[config.mk]
export PLATFORM = sky130hd
export DESIGN_NAME = seq_divider
export DESIGN_NICKNAME = d
export VERILOG_FILES = /design/src/rtl/seq_divider_pkg.sv /design/src/rtl/seq_divider.sv
export SDC_FILE = /design/constraint.sdc
export NUM_CORES = 1
export LEC_CHECK = 0
export CAP_MARGIN = 20
export CELL_PAD_IN_SITES_DETAIL_PLACEMENT = 1
export CELL_PAD_IN_SITES_GLOBAL_PLACEMENT = 2
export CORE_MARGIN = 8
export CORE_UTILIZATION = 29
export CTS_BUF_LIST = sky130_fd_sc_hd__clkbuf_4 sky130_fd_sc_hd__clkbuf_8 sky130_fd_sc_hd__clkbuf_16
export CTS_CLUSTER_SIZE = 14
export DETAILED_ROUTE_END_ITERATION = 12
export GPL_TIMING_DRIVEN = 1
export PLACE_DENSITY = 0.86
export SETUP_SLACK_MARGIN = 0.3
export SYNTH_ARGS = -nofsm -noshare
export SYNTH_HDL_FRONTEND = slang
export SYNTH_SLANG_ARGS = --single-unit
[constraint.sdc]
create_clock -name clk -period 2.1 [get_ports clk]
set_input_delay 0.525 -clock clk [delete_from_list [all_inputs] [get_ports clk]]
set_output_delay 0.525 -clock clk [all_outputs]
set_load 0.01 [all_outputs]
[src/rtl/seq_divider_pkg.sv]
// seq_divider_pkg: shared constants and state encoding for the sequential divider
//   DIV_WIDTH : default operand/result width, shared with the speed unit's divider ports
//   ST_*      : state encodings (IDLE=0, RUN=1, DONE=2)
//   state_t   : FSM state type built on those encodings
package seq_divider_pkg;

    localparam int DIV_WIDTH = 16;

    localparam logic [1:0] ST_IDLE = 2'd0;
    localparam logic [1:0] ST_RUN  = 2'd1;
    localparam logic [1:0] ST_DONE = 2'd2;

    typedef enum logic [1:0] {
        IDLE = ST_IDLE,
        RUN  = ST_RUN,
        DONE = ST_DONE
    } state_t;

endpackage

[src/rtl/seq_divider.sv]
// seq_divider: restoring unsigned divider, one quotient bit per clock, fixed WIDTH-cycle latency
//   clk        in   system clock, rising edge
//   rst        in   synchronous active-high reset, wins over start
//   start      in   request strobe, accepted only in IDLE or DONE
//   dividend   in   WIDTH-bit numerator, sampled with accepted start
//   divisor    in   WIDTH-bit denominator, sampled with accepted start
//   Busy       out  high while iterating (exactly WIDTH cycles)
//   Ready      out  result valid level, held until next accepted start or rst
//   dividerres out  quotient (all ones on divide by zero)
//   remainder  out  remainder (dividend on divide by zero)
//   dbz        out  divide-by-zero flag for the current result
module seq_divider
    import seq_divider_pkg::*;
#(
    parameter int WIDTH = DIV_WIDTH
) (
    input  logic             clk,
    input  logic             rst,
    input  logic             start,
    input  logic [WIDTH-1:0] dividend,
    input  logic [WIDTH-1:0] divisor,
    output logic             Busy,
    output logic             Ready,
    output logic [WIDTH-1:0] dividerres,
    output logic [WIDTH-1:0] remainder,
    output logic             dbz
);

    localparam int CW = $clog2(WIDTH + 1);
    localparam logic [CW-1:0] LAST = CW'(WIDTH - 1);

    state_t           r_state;
    logic [WIDTH-1:0] r_q;
    logic [WIDTH-1:0] r_d;
    logic [WIDTH-1:0] r_r;
    logic [CW-1:0]    r_cnt;

    logic [WIDTH:0]   w_r_sh;
    logic             w_ge;
    logic [WIDTH-1:0] w_diff;
    logic [WIDTH-1:0] w_r_nx;
    logic [WIDTH-1:0] w_q_nx;

    // The stored remainder only needs WIDTH bits: after each step it is below D,
    // and with D==0 the low WIDTH bits are exactly the dividend bits shifted in.
    // The full WIDTH+1-bit shifted value is kept for the compare.
    always_comb begin
        w_r_sh = {r_r, r_q[WIDTH-1]};
        w_ge   = w_r_sh >= {1'b0, r_d};
        w_diff = w_r_sh[WIDTH-1:0] - r_d;
        w_r_nx = w_ge ? w_diff : w_r_sh[WIDTH-1:0];
        w_q_nx = {r_q[WIDTH-2:0], w_ge};
    end

    always_ff @(posedge clk) begin
        if (rst) begin
            r_state    <= IDLE;
            r_q        <= '0;
            r_d        <= '0;
            r_r        <= '0;
            r_cnt      <= '0;
            Busy       <= 1'b0;
            Ready      <= 1'b0;
            dividerres <= '0;
            remainder  <= '0;
            dbz        <= 1'b0;
        end else begin
            case (r_state)
                IDLE, DONE: begin
                    if (start) begin
                        r_q     <= dividend;
                        r_d     <= divisor;
                        r_r     <= '0;
                        r_cnt   <= '0;
                        dbz     <= divisor == '0;
                        Busy    <= 1'b1;
                        Ready   <= 1'b0;
                        r_state <= RUN;
                    end
                end
                RUN: begin
                    r_q   <= w_q_nx;
                    r_r   <= w_r_nx;
                    r_cnt <= r_cnt + 1'b1;
                    // Results are taken from the final step directly so Ready
                    // rises on the same edge as the last iteration.
                    if (r_cnt == LAST) begin
                        dividerres <= w_q_nx;
                        remainder  <= w_r_nx;
                        Busy       <= 1'b0;
                        Ready      <= 1'b1;
                        r_state    <= DONE;
                    end
                end
                default: r_state <= IDLE;
            endcase
        end
    end

endmodule
==> results of run 1 <==
==> power breakdown <==
| group | internal [mW] | total (mW) | switching, mW |
|---|---|---|---|
| combinational | 4.91 | 10.3 | 5.34 |
| clock | 1.09 | 1.86 | 0.768 |
| sequential | 1.89 | 2.11 | 0.220 |
| total | 7.89 | 14.2 | 6.33 |
==> timing repair <==
item | 4_1_cts | 5_1_grt
resized for setup | 62 | 87
buffers inserted | 19 | 18
pin swaps | 34 | 52
setup endpoints to repair | 44 | 54
gates cloned | 2 | 5
endpoints found under the hold margin | 0 | 0
==> layout by cell type, fill, tap and decap left out, types with 7 or more instances in the layout <==
cell type,n
nand3_1,9
buf_4,89
dlygate4sd2_1,9
nor3b_1,9
o211ai_1,15
dlymetal6s2s_1,18
inv_1,10
o21ai_1,10
nor3_1,7
inv_2,11
a21oi_1,60
nand4_1,11
nor2_1,31
nand3b_1,7
buf_12,7
clkbuf_16,13
dfxtp_1,70
nand2_1,103
nor4_1,10
a22oi_1,17
buf_6,15
clkdlybuf4s50_1,41
ha_4,15
dfxtp_2,18
==> through the flow <==
step | utilization | setup WS [ns] | cell area, sq um
2_1_floorplan | - | 0.115 | 4970
6_report | 0.481 | -0.195 | 7660
5_1_grt | 0.481 | -0.278 | 7660
3_3_place_gp | 0.396 | -0.284 | 6320
4_1_cts | 0.442 | -0.0904 | 7040
3_5_place_dp | 0.396 | -0.396 | 6320
==> state kept, by name (all words and copies together), names as in the netlist <==
| register | cells |
|---|---|
| Busy | 1 |
| r_cnt | 5 |
| r_r | 16 |
| r_q | 16 |
| r_d | 16 |
| dividerres | 16 |
| dbz | 1 |
| r_state | 2 |
| remainder | 16 |
| Ready | 1 |
==> area by class of cell <==
cell class              count  area (sq um)  share of cell area
clock inverters             6          96.3              0.0126
repair buffers            188          1850               0.241
well taps                 216           270              0.0353
clock buffers              10           239              0.0312
flip-flops and latches     90          1830               0.239
multi-input cells         431          3290               0.429
inverters                  23          92.6              0.0121
==> worst reg2reg max path: stages (launching register included) <==
cell,delay [ns]
dfxtp_2,0.35
inv_2,0.05
ha_4,0.30
nand2_4,0.06
a211o_4,0.34
a21oi_4,0.23
buf_6,0.15
o211ai_4,0.15
clkbuf_16,0.21
a31oi_1,0.23
o21ai_1,0.12
==> path summary, 6_finish.rpt <==
check	startpoint	end	slack [ns]	depth (start not counted)
worst max register to register	r_d[4]	remainder[12]	-0.20	10
worst min register to register	dividerres[6]	dividerres[6]	0.46	2
worst min-delay path	dividerres[6]	dividerres[6]	0.46	2
worst max-delay path	r_d[4]	remainder[12]	-0.20	10
==> logic make-up (layout without fill, tap and decap cells) <==
group                      after synthesis  count (layout)  synth area share
buffers and inverters                   64             227            0.0686
DFF                                     90              90             0.380
xor gates and xnor gates                11              11            0.0203
AOI/OAI and AO/OA                      171             172             0.246
muxes                                    1               1           0.00211
and+or+nand+nor                        227             228             0.232
adders and majority gates               19              19            0.0517
==> routing by layer <==
layer	GRT usage	wire (um)	vias up
met5	0	0	-
met4	0.0719	679	0
met3	0.0405	707	42
met2	0.305	9950	134
met1	0.198	7840	2553
li1	-	-	2411
==> metrics.csv, run 1 <==
stage,metric,value,unit
status,status,"complete, but fails checks",
status,violations,setup timing,
detailed_routing,vias,5140,
sta,worst_pin_slew,0.456,ns
detailed_routing,ant_nets,0,
yosys,yosysWarnings,0,
final_layout,drive_above_1_share,0.349,
clock_network,h-tree-depth,3,
sta,hold_viol,0,
grt,grt_max_degree,65,
sta,slew-limit-headroom,0.694,
grt,grt_pass1_wl,28.3,mm
yosys,ys_ff_latch,90,
yosys,ys.flop_type,dfxtp_1,
yosys,yosys-top-cells-area,"dfxtp_1 (38%), nand2_1 (8.6%), a21oi_1 (7.0%)",
clock_network,clock_latency,0.35,ns
floorplan,die_area,0.0207,sq mm
setup_path,slowest_delay,0.35,ns
sta,fin_ws,-0.195,ns
floorplan,pin_count,70,
placed_design,place_congestion,0.863,
yosys,netlist_area,0.00474,sq mm
clock_network,path_clk_slew,0.07,ns
yosys,synth_largest_area_cell,dfxtp_1,
setup_path,cp.arrival,2.53,ns
setup_path,crit_chain,inv_2 -> ha_4 -> nand2_4 -> a211o_4 -> a21oi_4 -> buf_6 -> o211ai_4 -> clkbuf_16 -> a31oi_1 -> o21ai_1,
detailed_routing,wire_per_inst,19.9,um
detailed_routing,wl,19.2,mm
final_layout,n_antenna_cell,0,
sta,finalSetupViolCount,32,
floorplan,fp.dieH,144,um
clock_network,cts_buffer_depth,2,
min_path,hold_class,reg -> reg,
grt,grt_overflow,0,
sta,post-route-period-util,1.09,
grt,grt_pass1_vias,5310,
sta,max_clock_freq,436,MHz
clock_network,clock-root-buffer,clkbuf_16,
floorplan,die_w,144,um
placed_design,dp_hpwl,12.5,mm
setup_path,path_max_fanout,6,
clock_network,hold_buffers,0,
yosys,synth_edf_count,0,
detailed_routing,dr.pass1.iters,4,
yosys,synth_most_common_cell,nand2_1,
sta,rsz0062_at_grt,true,
yosys,syn_inst,583,
power_and_ir_drop,ir_worst_vdd,0.00115,V
detailed_routing,drtIter0Drc,281,
floorplan,rows,46,
yosys,netlist_top_cells_count,"nand2_1 (108), dfxtp_1 (90), a21oi_1 (66), nor2_1 (34), clkbuf_1 (25)",
power_and_ir_drop,p_total,14.2,mW
setup_path,cp_top_family,compound AO/OA/AOI/OAI gates,
clock_network,cts_buffers,9,
detailed_routing,vias_per_cell,5.33,
setup_path,crit_slowest_cell,dfxtp_2,
sta,slew_violations,0,
setup_path,crit_buf_inv,3,
final_layout,area_delta_synth_final,61.7,%
yosys,ys_seq_area_frac,0.380,
final_layout,fillers,1822,
setup_path,path_class,reg -> reg,
flow_run,cap_violations,0,
setup_path,required,2.33,ns
detailed_routing,drc,0,
yosys,syn-num-nets,637,
sta,layout_min_cycle_time,2.30,ns
sta,totalNegativeSetupSlack,-2.65,ns
sta,worst_clock_skew,0.00778,ns
grt,antenna_found_initial,0,
final_layout,stdcell_count,964,
placed_design,dpl.cell_count,903,
clock_network,cts_tree,yes,
grt,gr-usage-all-layers,0.174,
power_and_ir_drop,powerDensity,1860,mW/mm^2
power_and_ir_drop,p_leak,3.15,nW
floorplan,initial_utilization,0.297,
final_layout,final_nets,797,
yosys,async_reset_ff_frac,0,
sta,hold_slack,0.456,ns
setup_path,end_kind,flip-flop,
yosys,synthDistinctLibCells,63,
placed_design,portBuffers,69,
clock_network,cts.sinks,90,
setup_path,worst_setup_path_start_kind,flip-flop,
yosys,synth_top_area_frac,0.380,
floorplan,coreArea,0.0159,sq mm
yosys,synth_area_per_cell,8.13,sq um
(Power assumes the default switching activity.)
==> run 2, diff against run 1 <==
--- a/config.mk
+++ b/config.mk
@@ -13,9 +13,11 @@
 export CTS_BUF_LIST = sky130_fd_sc_hd__clkbuf_4 sky130_fd_sc_hd__clkbuf_8 sky130_fd_sc_hd__clkbuf_16
 export CTS_CLUSTER_SIZE = 14
 export DETAILED_ROUTE_END_ITERATION = 12
+export GPL_ROUTABILITY_DRIVEN = 1
 export GPL_TIMING_DRIVEN = 1
 export PLACE_DENSITY = 0.86
 export SETUP_SLACK_MARGIN = 0.3
+export SLEW_MARGIN = 20
 export SYNTH_ARGS = -nofsm -noshare
 export SYNTH_HDL_FRONTEND = slang
 export SYNTH_SLANG_ARGS = --single-unit
==> run 2 against run 1 <==
  * The run still ends with setup timing left
  * Worst hold slack improved by 0.00052 ns
  * Core utilization about the same
  * Sequential share of layout area about the same
  * Final area is essentially flat
  * Clock skew grew 0.0014 ns
  * Register-to-register slack is essentially flat
  * Sequential power hardly changed
  * Fmax up 0.23%
  * Clock-buffer cell count did not move
  * Highest routed layer unchanged
==> metrics.csv, run 2 (synthesized netlist as in run 1, its figures left out) <==
stage,metric,value,unit,change
power_and_ir_drop,p_leak,3.15,nW,about the same
detailed_routing,drc,0,,unchanged
setup_path,cp_top_family,compound AO/OA/AOI/OAI gates,,unchanged
min_path,hold_class,reg -> reg,,unchanged
setup_path,worst_setup_path_start_kind,flip-flop,,unchanged
clock_network,cts.sinks,90,,unchanged
clock_network,cts_buffers,9,,unchanged
power_and_ir_drop,p_seq_frac,0.148,,about the same
final_layout,area_delta_synth_final,61.7,%,about the same
grt,grt_util_met3,0.0405,,unchanged
power_and_ir_drop,ir_worst_vdd,0.00114,V,was 0.00115 V
sta,layout_min_cycle_time,2.29,ns,was 2.30 ns
detailed_routing,wl,19.2,mm,about the same
placed_design,place_congestion,0.863,,unchanged
placed_design,portBuffers,69,,unchanged
sta,worst_clock_skew,0.00922,ns,was 0.00778 ns
sta,post-route-period-util,1.09,,about the same
clock_network,clock-root-buffer,clkbuf_16,,unchanged
sta,fin_ws,-0.190,ns,was -0.195 ns
grt,grt.busiest_layer,met2,,unchanged
grt,gr-usage-all-layers,0.174,,unchanged
setup_path,crit_chain,inv_2 -> ha_4 -> inv_2 -> fa_2 -> buf_4 -> a21o_1 -> a21oi_1 -> xor2_1 -> nand2_1 -> a21oi_1 -> nor4_2,,was inv_2 -> ha_4 -> nand2_4 -> a211o_4 -> a21oi_4 -> buf_6 -> o211ai_4 -> clkbuf_16 -> a31oi_1 -> o21ai_1
grt,grt_pass1_vias,5310,,unchanged
setup_path,slowest_delay,0.38,ns,was 0.35 ns
setup_path,path_class,reg -> reg,,unchanged
sta,rsz0062_at_grt,true,,unchanged
final_layout,drive_above_1_share,0.349,,about the same
setup_path,path_max_fanout,2,,was 6
detailed_routing,wire_per_inst,19.9,um,about the same
grt,grt_use_met2,0.305,,unchanged
grt,grt_pass1_wl,28.3,mm,unchanged
floorplan,fp.dieH,144,um,unchanged
power_and_ir_drop,pwr-share-comb,0.721,,about the same
clock_network,cts_tree,yes,,unchanged
sta,hold_viol,0,,unchanged
power_and_ir_drop,p_int,7.89,mW,about the same
floorplan,rows,46,,unchanged
final_layout,final_nets,796,,was 797
setup_path,crit_buf_inv,3,,unchanged
power_and_ir_drop,powerDensity,1860,mW/mm^2,about the same
final_layout,fillers,1821,,was 1822
final_layout,final_cell_mix,"nand2_1 (103), buf_4 (88), dfxtp_1 (70), a21oi_1 (60), clkdlybuf4s50_1 (41)",,"was nand2_1 (103), buf_4 (89), dfxtp_1 (70), a21oi_1 (60), clkdlybuf4s50_1 (41)"
sta,totalNegativeSetupSlack,-2.75,ns,was -2.65 ns
detailed_routing,drtIter0Drc,290,,was 281
power_and_ir_drop,p_sw_frac,0.445,,about the same
setup_path,required,2.33,ns,about the same
floorplan,die_w,144,um,unchanged
clock_network,h-tree-depth,3,,unchanged
grt,antenna_found_initial,0,,unchanged
sta,finalSetupViolCount,32,,unchanged
final_layout,layout_commonest_cell,nand2_1,,unchanged
clock_network,cts_buffer_depth,2,,unchanged
grt,grt_max_degree,65,,unchanged
floorplan,die_area,0.0207,sq mm,unchanged
clock_network,clock_latency,0.36,ns,was 0.35 ns
sta,max_clock_freq,437,MHz,was 436 MHz
flow_run,cap_violations,0,,unchanged
power_and_ir_drop,clockPowerShare,0.131,,about the same
grt,global_route.usage.met1,0.198,,unchanged
floorplan,initial_utilization,0.297,,unchanged
setup_path,cp.arrival,2.52,ns,was 2.53 ns
setup_path,crit_slowest_cell,xor2_1,,was dfxtp_2
final_layout,stdcell_count,963,,was 964
sta,slew-limit-headroom,0.535,,was 0.694
grt,grt_overflow,0,,unchanged
clock_network,path_clk_slew,0.07,ns,about the same
sta,hold_slack,0.456,ns,about the same
status,status,"complete, but fails checks",,unchanged
floorplan,coreArea,0.0159,sq mm,unchanged
detailed_routing,vias_per_cell,5.35,,was 5.33
final_layout,fin_util,0.481,,about the same
detailed_routing,ant_nets,0,,unchanged
setup_path,end_kind,flip-flop,,unchanged
sta,worst_pin_slew,0.693,ns,was 0.456 ns
final_layout,n_antenna_cell,0,,unchanged
floorplan,pin_count,70,,unchanged
placed_design,dp_hpwl,12.5,mm,unchanged
power_and_ir_drop,p_switching,6.34,mW,was 6.33 mW
detailed_routing,vias,5153,,was 5140
status,violations,setup timing,,unchanged
detailed_routing,dr.pass1.iters,5,,was 4
placed_design,dpl.cell_count,903,,unchanged
sta,slew_violations,0,,unchanged
==> run 2: cell count changes in the layout (fill, tap and decap cells not counted) <==
cell | previous run | this run
buf_4 | 89 | 88
clkbuf_4 | 1 | 0
nor3_2 | 0 | 1
buf_6 | 15 | 16
nor3_1 | 7 | 6
==> run 2: metal layers <==
layer  vias up  wire (um)
li1       2407          -
met1      2586       7880
met2       119       9990
met3        41        637
met4         0        701
met5         -          0
==> run 2: power groups by stage <==
stage | sequential (mW) | clock (mW) | combinational (mW)
after detailed placement | 2.12 | 0 | 6.46
after CTS | 2.10 | 1.90 | 7.89
after floorplan | 2.07 | 0 | 4.18
after global routing | 2.12 | 1.97 | 10.8
after global placement | 2.11 | 0 | 6.32
final | 2.11 | 1.86 | 10.3
==> run 2: path summary, 6_finish.rpt <==
path | cells after the start | slack, ns | startpoint | endpoint
max | 11 | -0.19 | r_q[15] | remainder[4]
min | 2 | 0.46 | dividerres[6] | dividerres[6]
max reg2reg | 11 | -0.19 | r_q[15] | remainder[4]
min reg2reg | 2 | 0.46 | dividerres[6] | dividerres[6]
==> run 2: cell type report <==
cell class	instances	area, sq um	share of cell area
sequential	90	1830	0.239
multi-input combinational	431	3290	0.429
clock buffer	10	239	0.0312
inverter	23	92.6	0.0121
clock inverter	6	96.3	0.0126
timing repair buffer	187	1850	0.241
tap	216	270	0.0353
==> run 2: what timing repair did <==
action / in CTS / in global routing
hold buffers: 0 / 0
resized for setup: 62 / 88
cloned: 2 / 5
setup buffers: 19 / 18
hold endpoints to repair: 0 / 0
endpoints found under the setup margin: 44 / 55
pin swaps: 34 / 52
==> run 2: worst min-delay path: stages (launching register included) <==
cell and delay (ns):
dfxtp_1 0.31, nand2_1 0.05, a21oi_1 0.05
==> run 2: through the flow <==
stage / total power [mW] / instance area [sq um] / setup slack [ns]
global placement: 8.44 / 6320 / -0.284
CTS: 11.9 / 7040 / -0.0904
finish: 14.2 / 7670 / -0.190
global route: 14.9 / 7670 / -0.278
detailed placement: 8.58 / 6320 / -0.396
floorplan: 6.25 / 4970 / 0.115
==> run 3, diff against run 2 <==
--- a/config.mk
+++ b/config.mk
@@ -5,7 +5,6 @@
 export SDC_FILE = /design/constraint.sdc
 export NUM_CORES = 1
 export LEC_CHECK = 0
-export CAP_MARGIN = 20
 export CELL_PAD_IN_SITES_DETAIL_PLACEMENT = 1
 export CELL_PAD_IN_SITES_GLOBAL_PLACEMENT = 2
 export CORE_MARGIN = 8
@@ -14,7 +13,6 @@
 export CTS_CLUSTER_SIZE = 14
 export DETAILED_ROUTE_END_ITERATION = 12
 export GPL_ROUTABILITY_DRIVEN = 1
-export GPL_TIMING_DRIVEN = 1
 export PLACE_DENSITY = 0.86
 export SETUP_SLACK_MARGIN = 0.3
 export SLEW_MARGIN = 20
==> results of run 3 <==
Final layout, timing and power as in run 2 (identical DEF).
